File: src/rtl/reset_req_pkg.sv
// reset_req_pkg: shared FSM state type and reset-cause bit layout
package reset_req_pkg;
  typedef enum logic [1:0] {IDLE, ASSERT, WAIT_DONE} state_t;
  localparam int CAUSE_W   = 5;
  localparam int CAUSE_POR = 0;
  localparam int CAUSE_BTN = 1;
  localparam int CAUSE_SW  = 2;
  localparam int CAUSE_PLL = 3;
  localparam int CAUSE_WDT = 4;
endpackage

File: src/rtl/sync_debounce.sv
// sync_debounce: 2-flop synchroniser plus stable-count debouncer for an idle-high, active-low button
module sync_debounce
  import reset_req_pkg::*;
#(
  parameter logic [15:0] COUNT = 16'd50000
) (
  input  logic clk,
  input  logic rst,
  input  logic din,
  output logic fall
);
  logic [1:0]  sync;
  logic        level;
  logic [15:0] cnt;
  logic        hit;
  assign hit  = (sync[1] != level) && (cnt == COUNT - 16'd1);
  assign fall = hit && level;
  // count cycles the synchronised level disagrees with the accepted level; any return restarts the count
  always_ff @(posedge clk or posedge rst)
    if (rst) begin
      sync  <= 2'b11;
      level <= 1'b1;
      cnt   <= '0;
    end else begin
      sync  <= {sync[0], din};
      cnt   <= (sync[1] == level || hit) ? '0 : cnt + 16'd1;
      level <= hit ? sync[1] : level;
    end
endmodule

File: src/rtl/reset_req_gen.sv
// reset_req_gen: collects reset sources, stretches EXT_RST_N, handshakes with FABRIC_RESET_N, keeps a sticky cause; RESET_REQ_WDT_EN builds the watchdog
module reset_req_gen
  import reset_req_pkg::*;
#(
  parameter logic [15:0] DEBOUNCE_CYCLES = 16'd50000,
  parameter logic [7:0]  HOLD_CYCLES     = 8'd64,
  parameter logic [31:0] WDT_TIMEOUT     = 32'd50_000_000
) (
  input  logic               CLK,
  input  logic               RST,
  input  logic               BTN_N,
  input  logic               SW_RST_REQ,
  input  logic               PLL_LOCK,
  input  logic               WDT_EN,
  input  logic               WDT_KICK,
  input  logic               FABRIC_RESET_N,
  input  logic               RST_CAUSE_CLR,
  output logic               EXT_RST_N,
  output logic               BUSY,
  output logic [CAUSE_W-1:0] RST_CAUSE
);
  state_t             state, state_n;
  logic [1:0]         lock_q, fab_q;
  logic               lock_s, fab_s, lock_prev, lock_seen;
  logic               btn_req, pll_req, wdt_req;
  logic [7:0]         hold;
  logic               ack;
  logic [CAUSE_W-1:0] set;
  sync_debounce #(.COUNT(DEBOUNCE_CYCLES)) u_btn (
    .clk (CLK),
    .rst (RST),
    .din (BTN_N),
    .fall(btn_req)
  );
  assign lock_s  = lock_q[1];
  assign fab_s   = fab_q[1];
  assign pll_req = lock_prev && !lock_s && lock_seen;
  assign BUSY    = state != IDLE;
`ifdef RESET_REQ_WDT_EN
  logic [31:0] wdt_cnt;
  assign wdt_req = WDT_EN && !WDT_KICK && state == IDLE && wdt_cnt == WDT_TIMEOUT - 32'd1;
  // watchdog only runs while idle and enabled; a kick on the terminal count suppresses the request
  always_ff @(posedge CLK or posedge RST)
    if (RST) wdt_cnt <= '0;
    else     wdt_cnt <= (!WDT_EN || WDT_KICK || state != IDLE || wdt_req) ? '0 : wdt_cnt + 32'd1;
`else
  logic unused_wdt;
  assign wdt_req    = 1'b0;
  assign unused_wdt = ^{WDT_EN, WDT_KICK, WDT_TIMEOUT};
`endif
  // gather request sources into their cause bit positions
  always_comb begin
    set            = '0;
    set[CAUSE_BTN] = btn_req;
    set[CAUSE_SW]  = SW_RST_REQ;
    set[CAUSE_PLL] = pll_req;
    set[CAUSE_WDT] = wdt_req;
  end
  // sequence: any request starts one stretched pulse; leave ASSERT only after hold time and an observed ack
  always_comb begin
    state_n = state;
    state_n = state == IDLE   ? (|set ? ASSERT : IDLE) :
              state == ASSERT ? ((hold >= HOLD_CYCLES - 8'd1 && (ack || !fab_s)) ? WAIT_DONE : ASSERT) :
                                (fab_s ? IDLE : WAIT_DONE);
  end
  // state, hold/ack tracking, synchronisers, PLL edge history and sticky cause
  always_ff @(posedge CLK or posedge RST)
    if (RST) begin
      state     <= IDLE;
      hold      <= '0;
      ack       <= 1'b0;
      EXT_RST_N <= 1'b1;
      RST_CAUSE <= CAUSE_W'(1) << CAUSE_POR;
      lock_q    <= 2'b00;
      fab_q     <= 2'b11;
      lock_prev <= 1'b0;
      lock_seen <= 1'b0;
    end else begin
      state     <= state_n;
      EXT_RST_N <= state_n != ASSERT;
      hold      <= state != ASSERT ? 8'd0 : hold + {7'd0, hold != 8'hFF};
      ack       <= state == ASSERT && (ack || !fab_s);
      RST_CAUSE <= (RST_CAUSE_CLR ? '0 : RST_CAUSE) | set;
      lock_q    <= {lock_q[0], PLL_LOCK};
      fab_q     <= {fab_q[0], FABRIC_RESET_N};
      lock_prev <= lock_s;
      lock_seen <= lock_seen || lock_s;
    end
endmodule

File: config.mk
export PLATFORM = sky130hd
export DESIGN_NAME = reset_req_gen
export DESIGN_NICKNAME = d
export VERILOG_FILES = /design/src/rtl/reset_req_pkg.sv /design/src/rtl/sync_debounce.sv /design/src/rtl/reset_req_gen.sv
export SDC_FILE = /design/constraint.sdc
export NUM_CORES = 1
export LEC_CHECK = 0
export ABC_AREA = 0
export BUFFER_PORTS_ARGS = -buffer_cell sky130_fd_sc_hd__buf_2
export CAP_MARGIN = 20
export CORE_ASPECT_RATIO = 2
export CORE_MARGIN = 5
export CORE_UTILIZATION = 25
export CTS_BUF_LIST = sky130_fd_sc_hd__clkbuf_4 sky130_fd_sc_hd__clkbuf_8
export DETAILED_ROUTE_END_ITERATION = 10
export GPL_TIMING_DRIVEN = 0
export MAX_ROUTING_LAYER = met4
export PLACE_DENSITY = 0.54
export SLEW_MARGIN = 20
export SYNTH_ARGS = -nofsm -noshare
export SYNTH_HDL_FRONTEND = slang
export SYNTH_SLANG_ARGS = --single-unit
File: constraint.sdc
create_clock -name CLK -period 1.5 [get_ports CLK]
set_input_delay 0.075 -clock CLK [delete_from_list [all_inputs] [get_ports CLK]]
set_output_delay 0.075 -clock CLK [all_outputs]
set_load 0.01 [all_outputs]
==> results of run 1 <==
## kinds of logic (layout without fill, tap and decap cells)
family / count (synthesis) / count (layout)
fa+ha+maj: 3 / 3
simple gates: 74 / 74
buf+inv: 10 / 57
xor+xnor: 21 / 21
other cells: 1 / 1
flops: 41 / 41
mux: 1 / 1
compound gates: 8 / 8
## final cells by class
class	count	share of cell area
clock buffer	6	0.0327
tap	90	0.0446
buffer	2	0.00891
multi-input combinational	108	0.363
clock inverter	2	0.00545
sequential	41	0.411
timing repair buffer	39	0.122
inverter	8	0.0119
## worst paths after layout
path	startpoint	to	depth (start not counted)
max	u_btn.cnt[12]	EXT_RST_N	4
max in group asynchronous	RST	u_btn.sync[0]	4
min	RST	u_btn.cnt[11]	3
min in group CLK	lock_q[0]	lock_q[1]	0
min reg2reg	lock_q[0]	lock_q[1]	0
max reg2reg	u_btn.cnt[12]	EXT_RST_N	4
## routing by layer
metal | vias to the layer above | global-route usage | part of all wire
met1 | 655 | 0.0853 | 0.35
met2 | 19 | 0.170 | 0.59
met4 | 0 | 0.0863 | 0.045
li1 | 623 | - | -
met3 | 12 | 0.0164 | 0.015
met5 | - | - | 0
## through the flow
step	setup slack [ns]	util
after floorplan	-0.0264	-
after global routing	-0.209	0.367
after global placement	-0.317	0.282
after CTS	-0.179	0.331
after detailed placement	-0.358	0.285
final	-0.116	0.367
## synth_stat cells
cell type / instances
and4_1: 1
nand2b_1: 1
o21ai_0: 4
ha_1: 3
and4b_1: 1
conb_1: 1
nor4b_2: 1
or3b_1: 1
nor3b_1: 1
dfstp_2: 7
nor4b_1: 1
nand3_1: 9
o21a_1: 1
nand3_2: 1
a311o_1: 1
inv_1: 8
or2_2: 2
nor2b_1: 2
nor3_1: 4
and2_1: 3
nand2_1: 7
and3_1: 3
mux2_2: 1
nand3b_1: 1
buf_2: 1
a21o_1: 1
dfrtp_1: 34
nand4_1: 6
o21ai_1: 1
buf_4: 1
nor4_1: 4
xnor2_1: 13
nor2_1: 25
xor2_1: 8
## power breakdown
group	switching [W]	internal, W
clock	0.000390	0.000373
sequential	0.0000127	0.00113
combinational	0.0000682	0.0000579
## critical path, stage by stage (launching register included)
cell and delay (ns):
dfrtp_2 0.44, nor4b_4 0.28, nand4_1 0.22, or3b_4 0.44, o21a_1 0.18
## timing repair
item	in CTS	in global routing
resized for setup	14	49
cloned	0	1
endpoints found under the hold margin	16	0
pin swaps	8	31
hold buffers	6	0
setup buffers	14	6
setup endpoints to repair	22	26
## flip-flops by register name, indices dropped and copies added, names as in the netlist
name / flops
RST_CAUSE: 4
lock_q: 2
EXT_RST_N: 1
u_btn.cnt: 16
ack: 1
hold: 8
u_btn.level: 1
u_btn.sync: 2
state: 2
lock_prev: 1
lock_seen: 1
fab_q: 2
## layout by cell type, fill, tap and decap left out, types with 2 or more instances in the layout
| cell | n |
|---|---|
| dfrtp_1 | 30 |
| buf_4 | 18 |
| buf_2 | 12 |
| xnor2_1 | 11 |
| nor2_1 | 10 |
| nor2_4 | 10 |
| xor2_1 | 8 |
| dfstp_2 | 7 |
| inv_1 | 7 |
| nand4_1 | 6 |
| clkbuf_8 | 6 |
| dlygate4sd3_1 | 6 |
| nand3_2 | 5 |
| nand2_1 | 5 |
| nor2_2 | 5 |
| nand3_1 | 4 |
| o21ai_0 | 4 |
| dfrtp_2 | 4 |
| buf_8 | 3 |
| nor4_2 | 3 |
| nor3_1 | 3 |
| and2_1 | 3 |
| xnor2_2 | 2 |
| and3_1 | 2 |
| nor2b_1 | 2 |
| or2_2 | 2 |
| ha_4 | 2 |
==> results by group, run 1 <==
Floorplanning
  – # IOs: 16
  – Die height: 129 µm
  – Area of the die: 0.00890 mm²
  – FP Rows: 43
  – Die width: about 70 µm
  – Core footprint: roughly 0.0069 mm²
  – Initial Utilization: 0.255

Setup path
  – Worst setup path class: flop to flop
  – Startpoint Class: flop
  – Critical path peak fanout: 4
  – Reg2Reg Setup Slack: -0.12 ns
  – CP endpoint kind: flop
  – CP arrival: 1.85 ns
  – Critical Path RT: about 1.7 ns

STA
  – Final period util: 1.08
  – RSZ-0062 raised after global routing: true
  – Max Freq: a little over 0.6 GHz
  – Final Hold Fails: 0
  – Hold slack: 0.283 ns
  – Setup Skew: 0.00384 ns
  – Final setup TNS: -0.973 ns
  – Final setup viols: 22
  – Fin. max-slew vios: 0
  – Final worst slack: -0.116 ns
  – Min cycle time layout: 1.62 ns

GRT
  – First-pass GRT wire length: 6510 µm
  – Largest net degree at the start of global routing: 29
  – Global route overflow: 0
  – Total global routing track utilization: 0.0959
  – Number of global-route vias before repair: 1428
  – Antenna violations before repair: 0

Logic synthesis
  – Syn_nets: 171
  – Cell taking the most area after synthesis: dfrtp_1
  – Complex-gate fraction of the synthesized area: 0.0285
  – Post-synthesis cell type count: 34
  – Mux contribution to synthesized area: 0.00641
  – Mapped Avg Cell Area: 11.0 µm²
  – Post-Synthesis Cells: 159
  – Share of the synthesized area in the top cell type: 0.484
  – Synth Area in Simple Gates: 0.224
  – Synthesized area: roughly 0.0018 mm²
  – Sequential-to-total area share from yosys stat: 0.589
  – Synth Area in XOR/XNOR: 0.105
  – Main combinational cell family by area after synthesis: simple AND/OR/NAND/NOR gates
  – Synth Area in Adders: 0.0214
  – Synth top area cells: dfrtp_1 48%, dfstp_2 10%, xnor2_1 6.5%
  – #FFs+latches synth: 41
  – Synth warn: 0

Final layout
  – Fin area: around 0.0025 mm²
  – Layout Cells excl Fill: 296
  – # fillers: around 710
  – Final #Nets: 217
  – P&R area growth vs syn: 43.9%
  – Antenna diodes: 0
  – Footprint of the multi-input gates: 917 µm²
  – Share of cells above drive strength 1: 0.461
  – Sequential cell area: 0.00104 mm²

Pwr
  – PD cells: roughly 800 mW/mm²
  – Total Power: 0.00203 W
  – Leak: 0.980 nW
  – Maximum VDD drop: 0.585 mV

Drt
  – Wirelength per Cell: roughly 14 µm
  – DRC violation total after the first TritonRoute iteration: 35
  – TritonRoute pass-1 iters: 4
  – Vias/cell: 4.42
  – Total wire length after detailed routing: 4030 µm
  – DRC errors left: 0
  – Detail Route Antenna Nets: 0
  – Vias: 1309

Place
  – Placer Congestion: around 0.74
  – Post-DP HPWL: between 2000 and 2500 µm
  – Input/output buffers: 12
  – Area of placed instances: around 0.002 mm²
  – Post-Place Cells: 262

CTS
  – H-tree depth: 2
  – Clock tree sinks: 41
  – Clk buf depth: 2
  – Clock Pin Slew Worst Setup and Hold Paths: 0.08 ns
  – TritonCTS clock tree: yes
  – Worst-Skew Late Latency: 0.29 ns
  – CTS Buf Count: 5
  – CTS Root Cell: clkbuf_8

Outcome
  – Status: finished, violations left
  – Failing checks: negative setup slack

Hold path
  – Worst Hold Class: primary input to async pin

Run
  – Maxcap violations: 0
Note: power is estimated with default switching activity, not from simulation.
==> inputs of run 2 (changes only) <==
- TNS_END_PERCENT: unset -> 20
==> results by group, run 2 (synthesis gave the netlist of run 1 again) <==
GRT
  – Number of global-route vias before repair: between 1000 and 1500
  – First-pass GRT wire length: roughly 6200 µm
  – Total global routing track utilization: 0.0924
  – Antenna violations before repair: 0
  – Global route overflow: 0
  – Largest net degree at the start of global routing: 32

Drt
  – TritonRoute pass-1 iters: 3
  – Vias: 1244
  – Wirelength per Cell: 12.1 µm
  – DRC violation total after the first TritonRoute iteration: 24
  – Total wire length after detailed routing: 3520 µm
  – Detail Route Antenna Nets: 0
  – DRC errors left: 0
  – Vias/cell: 4.29

CTS
  – CTS Buf Count: 5
  – Clock tree sinks: 41
  – Clk buf depth: 2
  – TritonCTS clock tree: yes
  – Worst-Skew Late Latency: 0.30 ns
  – Clock Pin Slew Worst Setup and Hold Paths: roughly 0.090 ns
  – H-tree depth: 2
  – CTS Root Cell: clkbuf_8

Pwr
  – Sequential Power Share: 0.530
  – Internal power: 0.00169 W
  – Combinational share of power: 0.046
  – Net switching power: 0.000461 W
  – Clock power share: 0.424
  – Leak: about 0.95 nW
  – Maximum VDD drop: 0.563 mV
  – PD cells: 922 mW/mm²
  – Sw frac: 0.214
  – Total Power: 0.00215 W

Final layout
  – Final #Nets: 211
  – P&R area growth vs syn: 33.0%
  – Commonest cells after routing, fill and taps aside: 33 x dfrtp_1, 25 x nor2_1, 14 x buf_4
  – Antenna diodes: 0
  – Final Core Density: 0.339
  – Top Registers: u_btn.cnt x16, hold x8, RST_CAUSE x4
  – Fin area: 0.00234 mm²
  – Commonest non-fill, non-tap cell in the layout: dfrtp_1
  – Max FFs per register: 16
  – Top reg by flops: u_btn.cnt
  – Share of cells above drive strength 1: 0.330

Setup path
  – Reg-to-Reg Start: u_btn.cnt[1]
  – Slowest CP cell: dfrtp_1
  – Critical path peak fanout: 4
  – CP arrival: 1.89 ns
  – CP endpoint kind: flop
  – Reg2Reg Setup Slack: -0.16 ns
  – Worst path cell trace: ha_2 > and3_4 > nand4_1 > buf_4 > or3b_4 > o21a_1
  – RR Endpoint: EXT_RST_N
  – Worst setup path class: flop to flop
  – R2R cell count: 6
  – Worst stage delay on the critical path: 0.38 ns
  – Critical Path RT: 1.73 ns
  – Startpoint Class: flop

Run
  – Maxcap violations: 0

Outcome
  – Status: finished, violations left
  – Failing checks: negative setup slack

STA
  – Hold slack: roughly 0.25 ns
  – Final period util: 1.11
  – Final worst slack: -0.160 ns
  – Fin. max-slew vios: 0
  – Max Freq: 0.602 GHz
  – RSZ-0062 raised after global routing: true
  – Setup Skew: roughly 0.014 ns
  – Min cycle time layout: between 1.5 and 2 ns
  – Final setup viols: 11
  – Final Hold Fails: 0

Floorplanning
  – FP Rows: between 40 and 50
  – Core footprint: 0.00689 mm²
  – Area of the die: 0.00890 mm²
  – Die height: roughly 130 µm
  – Initial Utilization: 0.255
  – # IOs: 16
  – Die width: 69.3 µm

Place
  – Input/output buffers: 12
  – Post-DP HPWL: 2460 µm
  – Placer Congestion: 0.750
  – Area of placed instances: 0.00196 mm²

Hold path
  – Worst Hold Class: primary input to async pin
## run 2: power by group through the flow
stage	logic (W)	registers, W	clock network (W)
2_1_floorplan	0.0000397	0.00116	0
4_1_cts	0.000103	0.00114	0.000956
3_5_place_dp	0.0000783	0.00116	0
6_report	0.0000990	0.00114	0.000914
3_3_place_gp	0.0000691	0.00116	0
5_1_grt	0.000114	0.00114	0.00100
## run 2: how the worst max path moves through the flow
stage                        from       endpoint  slack (ns)  cells past startpoint
floorplan            u_btn.cnt[0]      EXT_RST_N       -0.03                      5
detailed placement  u_btn.cnt[13]  u_btn.cnt[14]       -0.33                      5
global route         u_btn.cnt[1]      EXT_RST_N       -0.23                      6
finish               u_btn.cnt[1]      EXT_RST_N       -0.16                      6
global placement    u_btn.cnt[13]  u_btn.cnt[13]       -0.31                      5
CTS                  u_btn.cnt[1]      EXT_RST_N       -0.15                      6
## run 2: worst max-delay path, delay by kind of cell (launching register included)
kind	cells	cell delay, ns
fa+ha+maj	1	0.19
compound gates	1	0.18
flops	1	0.38
simple gates	3	0.66
buf+inv	1	0.18
## run 2: per-layer routing
layer / routed length, µm / vias to the layer above / track usage
li1: - / 611 / -
met4: 178 / 0 / 0.0713
met2: 1970 / 14 / 0.166
met1: 1300 / 608 / 0.0825
met3: 75 / 11 / 0.0203
met5: 0 / - / -
## run 2: final cells by class
cell class,instances,area (µm²)
Sequential cell,41,1040
Clock inverter,2,38.8
Timing Repair Buffer,33,249
Tap cell,90,113
Inverter,8,30.0
Clock buffer,6,76.3
Multi-Input combinational cell,108,774
Buffer,2,18.8
Fill cell,752,4550
## run 2: through the flow
stage / instances / setup slack, ns / TNS [ns]
6_report: 290 / -0.160 / -0.387
5_1_grt: 290 / -0.233 / -1.80
4_1_cts: 285 / -0.145 / -0.432
3_5_place_dp: 262 / -0.330 / -4.76
3_3_place_gp: 261 / -0.311 / -8.53
2_1_floorplan: 159 / -0.0264 / -0.0461
## run 2: what timing repair did
item | 4_1_cts | 5_1_grt
setup endpoints to repair | 24 | 17
gates resized for setup | 10 | 10
cloned | 0 | 0
hold buffers | 6 | 0
buffers inserted | 9 | 5
pin swaps | 3 | 13
endpoints found under the hold margin | 41 | 0
